**src/rtl/seq_hit_logger.sv**
```systemverilog
// rtl/seq_hit_logger.sv - hit counter and inter-hit gap recorder with record FIFO (optional macro SEQ_HIT_GAP_CHECK_EN)
module seq_hit_logger #(
    parameter int GAP_W   = 8,
    parameter int CNT_W   = 16,
    parameter int DEPTH   = 4,
    parameter int MIN_GAP = 3
) (
    input  logic             clk,
    input  logic             reset,
    input  logic             hit,
    input  logic             clr,
    output logic             rec_valid,
    input  logic             rec_ready,
    output logic [GAP_W-1:0] rec_gap,
    output logic             rec_sat,
    output logic [CNT_W-1:0] hit_count,
    output logic             ovf,
    output logic             gap_err
);

    localparam int AW = (DEPTH > 1) ? $clog2(DEPTH) : 1;
    localparam logic [AW:0]      OCC_FULL = (AW+1)'(DEPTH);
    localparam logic [GAP_W-1:0] GAP_MAX  = '1;
    localparam logic [CNT_W-1:0] CNT_MAX  = '1;

    // Reject parameter sets the FIFO pointer wrap and gap check cannot honour
    if ((DEPTH < 2) || ((DEPTH & (DEPTH - 1)) != 0)) begin : g_bad_depth
        $error("seq_hit_logger: DEPTH must be a power of two and at least 2");
    end
    if ((MIN_GAP < 0) || (MIN_GAP > (2**GAP_W - 1))) begin : g_bad_min_gap
        $error("seq_hit_logger: MIN_GAP must fit in GAP_W bits");
    end

    logic [GAP_W-1:0] gap_cnt;
    logic [GAP_W-1:0] mem_gap [DEPTH];
    logic             mem_sat [DEPTH];
    logic [AW-1:0]    wptr;
    logic [AW-1:0]    rptr;
    logic [AW:0]      occ;

    logic full;
    logic pop;
    logic push;
    logic drop;
    logic gap_is_sat;

    assign full       = (occ == OCC_FULL);
    assign rec_valid  = (occ != '0);
    assign pop        = rec_valid && rec_ready;
    // A full FIFO still accepts a push when the head leaves in the same cycle
    assign push       = hit && (!full || pop);
    assign drop       = hit && full && !pop;
    assign gap_is_sat = (gap_cnt == GAP_MAX);

    assign rec_gap = rec_valid ? mem_gap[rptr] : '0;
    assign rec_sat = rec_valid ? mem_sat[rptr] : 1'b0;

    // Cycles since the previous hit (or since reset release), saturating
    always_ff @(posedge clk) begin
        if (reset) begin
            gap_cnt <= '0;
        end else if (hit) begin
            gap_cnt <= GAP_W'(1);
        end else if (!gap_is_sat) begin
            gap_cnt <= gap_cnt + 1'b1;
        end
    end

    // Record storage; stale entries are masked by rec_valid so no reset needed
    always_ff @(posedge clk) begin
        if (push) begin
            mem_gap[wptr] <= gap_cnt;
            mem_sat[wptr] <= gap_is_sat;
        end
    end

    // FIFO pointers and occupancy
    always_ff @(posedge clk) begin
        if (reset) begin
            wptr <= '0;
            rptr <= '0;
            occ  <= '0;
        end else begin
            if (push) wptr <= wptr + 1'b1;
            if (pop)  rptr <= rptr + 1'b1;
            case ({push, pop})
                2'b10:   occ <= occ + 1'b1;
                2'b01:   occ <= occ - 1'b1;
                default: occ <= occ;
            endcase
        end
    end

    // Saturating hit counter and sticky overflow; clr keeps only this cycle's events
    always_ff @(posedge clk) begin
        if (reset) begin
            hit_count <= '0;
            ovf       <= 1'b0;
        end else if (clr) begin
            hit_count <= CNT_W'(hit);
            ovf       <= drop;
        end else begin
            if (hit && (hit_count != CNT_MAX)) hit_count <= hit_count + 1'b1;
            ovf <= ovf | drop;
        end
    end

`ifdef SEQ_HIT_GAP_CHECK_EN
    logic first_seen;
    logic gap_short;

    // The first hit after reset measures time since reset, not a real gap
    assign gap_short = hit && first_seen && (gap_cnt < GAP_W'(MIN_GAP));

    // Sticky too-short-gap flag
    always_ff @(posedge clk) begin
        if (reset) begin
            first_seen <= 1'b0;
            gap_err    <= 1'b0;
        end else begin
            if (hit) first_seen <= 1'b1;
            if (clr) gap_err <= gap_short;
            else     gap_err <= gap_err | gap_short;
        end
    end
`else
    assign gap_err = 1'b0;
`endif

endmodule

```
**config.mk**
```make
export PLATFORM = sky130hd
export DESIGN_NAME = seq_hit_logger
export DESIGN_NICKNAME = d
export VERILOG_FILES = /design/src/rtl/seq_hit_logger.sv
export SDC_FILE = /design/constraint.sdc
export NUM_CORES = 1
export LEC_CHECK = 0
export CAP_MARGIN = 15
export CORE_ASPECT_RATIO = 0.9
export CORE_MARGIN = 4
export CORE_UTILIZATION = 45
export DETAILED_ROUTE_END_ITERATION = 12
export GPL_ROUTABILITY_DRIVEN = 1
export PLACE_DENSITY = 0.73
export SYNTH_ARGS = -nofsm -noshare
export SYNTH_HDL_FRONTEND = slang
export SYNTH_SLANG_ARGS = --single-unit
```
**constraint.sdc**
```tcl
create_clock -name clk -period 1.93 [get_ports clk]
set_input_delay 0.193 -clock clk [delete_from_list [all_inputs] [get_ports clk]]
set_output_delay 0.193 -clock clk [all_outputs]
set_load 0.02 [all_outputs]
```
==> results.toml <==
[sta]
tightest_slew_ns = 0.666
setup_viol = 0
finalHoldViolCount = 0
max_freq_mhz = 539
hold_ws_ns = 0.493
setup_ws_ns = 0.0734
fin_skew_ns = 0.00879
layout_min_cycle_time_ns = 1.86
rsz0062_at_grt = "false"
fin_setup_tns_ns = 0
relSlewSlack = 0.552
fin_crit_sh = 0.962
slew_violations = 0

[layout]
antenna_cells = 0
nets = 315
area_delta_synth_final_pct = 20.4
fin_util = 0.562
drive_above_1_share = 0.224
fill_cells = 568

[floorplanning]
row_count = 28
core_area_um2 = 6660
ios = 33
fp.dieH_um = 86.8
die_width_um = 95.6
die_area_um2 = 8290
start_util = 0.466

[logic_synthesis]
ys_async_sr_fraction = 0
ys_ff_latch = 70
synthTopCellsByArea = "edfxtp_1, dfxtp_1, mux4_2"
synth.largest_area_cell = "edfxtp_1"
netlist.area_leader.share = 0.348
synthFlopType = "edfxtp_1"
yosysWarnings = 0
synth_edf_count = 36
ys_seq_area_frac = 0.568
syn_avg_cell_area_um2 = 12.2
syn-num-nets = 267
synth_cell_types = 53
netlist_area_um2 = 3100
synth_cells = 255

[clock_tree]
cts_inserted_buffers = 9
htreeDepth = 3
cts_buffer_depth = 2
ctsHoldBuffers = 0
cts_setup_buffers = 0
path_clk_slew_ns = 0.07
cts_tree = "done"
clock-sinks = 70
cts_root_buffer = "clkbuf_8"
insertion_delay_ns = 0.34

[power]
p_per_area_nw_per_um2 = 1040
p_leak_nw = 1.36
ir_drop_mv = 0.443
total_power_mw = 3.91

[drt]
route.detailed.drc = 0
wl_met2_um = 2880
viasPerCell = 5.36
drt-total-wl_um = 6040
routedWlPerCell_um = 15.2
highest_layer = "met4"
drtIter0Drc = 117
first_pass_iters = 4
postRouteAntennaNets = 0
wl_met1_um = 2770
wl_met3_um = 332
route.vias.total = 2135

[min_path]
hold_class = "in2reg"
min_from = "reset"

[grt]
grt_max_degree = 17
antenna_found_initial = 0
gr-total-overflow = 0
grt_usage = 0.164
grt_pass1_vias = 2091
grt_pass1_wl_um = 10300

[critical_path]
critPathMaxStageDelay_ns = 0.50
cp-start-kind = "register"
critPathSlowestCell = "mux4_2"
arrival_ns = 1.66
cp_data_required_time_ns = 1.74
crit_fanout = 9
worst_setup_path_end_kind = "primary output"
cp_cell_sequence = "buf_12 > mux4_2 > and2_1 > buf_2"
r2r_start = "occ[2]"
path_class = "reg2out"

[placement]
port_buffers = 31
globalplace.congestion = 0.793
dp_slack_ns = -0.146
dpl.hpwl_um = 4270

[run]
drv_cap = 0

[run_status]
outcome = "completed"
## worst paths after layout
kind                   to  slack, ns  depth (start not counted)
min reg2reg  hit_count[6]       0.51                          1
max            rec_gap[6]       0.07                          4
max reg2reg        occ[2]       0.08                          7
min          hit_count[0]       0.49                          2
## synth_stat cells, drive strengths merged (2+ instances only)
| library cell | instances |
|---|---|
| a21oi | 11 |
| a31oi | 8 |
| and2 | 15 |
| and3 | 7 |
| and4 | 6 |
| buf | 6 |
| clkbuf | 4 |
| dfxtp | 34 |
| edfxtp | 36 |
| ha | 6 |
| inv | 8 |
| mux2 | 3 |
| mux2i | 4 |
| mux4 | 9 |
| nand2 | 10 |
| nand3 | 9 |
| nand3b | 2 |
| nand4 | 6 |
| nor2 | 22 |
| nor2b | 2 |
| nor3 | 5 |
| o21ai | 7 |
| o31ai | 4 |
| or2 | 2 |
| or3 | 5 |
| or4 | 2 |
| xnor2 | 2 |
| xor2 | 4 |
## area by class of cell
class / count / area (um2) / area share
repair buffers: 47 / 397 / 0.106
well taps: 90 / 113 / 0.0301
clock buffers: 9 / 124 / 0.0331
multi-input cells: 167 / 1260 / 0.337
clock inverters: 7 / 48.8 / 0.0131
flip-flops and latches: 70 / 1770 / 0.473
inverters: 8 / 30.0 / 0.00803
## sequential cells by signal, indices dropped and copies added, names as in the netlist, named ones only
| name | count |
|---|---|
| occ | 3 |
| mem_gap | 32 |
| mem_sat | 4 |
| wptr | 2 |
| gap_cnt | 8 |
| rptr | 2 |
| hit_count | 16 |
| ovf | 1 |
## metal layers
layer	vias up	GRT usage
met5	-	0
met4	0	0.0620
met3	4	0.0408
met2	49	0.253
met1	1017	0.225
li1	1065	-
## per-stage QoR
stage | instance area, um2 | instances
final | 3740 | 398
after floorplan | 3100 | 255
after detailed placement | 3610 | 382
after global placement | 3610 | 382
after CTS | 3770 | 398
after global routing | 3740 | 398
## worst max-delay path: cells and delay by family (launching register included)
family | cells | cell delay (ns)
mux | 1 | 0.50
flops | 1 | 0.34
buf+inv | 2 | 0.30
simple gates | 1 | 0.18
## cells in the final DEF (no fill, tap or decap), drive strengths merged, types with 7 or more instances in the layout
cell type      instances
clkdlybuf4s50         21
and3                   7
and2                  15
dfxtp                 34
nand2                 10
nand3                  9
clkbuf                 9
a21oi                 11
mux4                   9
edfxtp                36
nor2                  22
inv                   10
o21ai                  7
buf                   25
a31oi                  8
## where the power goes
group          leakage [nW]  internal, mW  switching, mW
clock network        0.0876         0.469          0.572
logic                 0.639         0.511          0.585
registers             0.631          1.70         0.0732
total                  1.36          2.68           1.23
## cells by family (layout without fill, tap and decap cells)
| group | Yosys count | in the layout | synth area share |
|---|---|---|---|
| adder cells (fa/ha/maj) | 7 | 7 | 0.0306 |
| other | 1 | 1 | 0.00121 |
| AND/OR/NAND/NOR | 97 | 97 | 0.183 |
| flip-flops | 70 | 70 | 0.568 |
| AO/OA/AOI/OAI | 40 | 40 | 0.0846 |
| buffers and inverters | 18 | 71 | 0.0266 |
| multiplexers | 16 | 16 | 0.0891 |
| XOR/XNOR | 6 | 6 | 0.0169 |
## repair_timing
item | in CTS | in global routing
gates resized for setup | 33 | 8
hold endpoints to repair | 0 | 0
setup endpoints to repair | 10 | 6
Note: power is estimated with default switching activity, not from simulation.
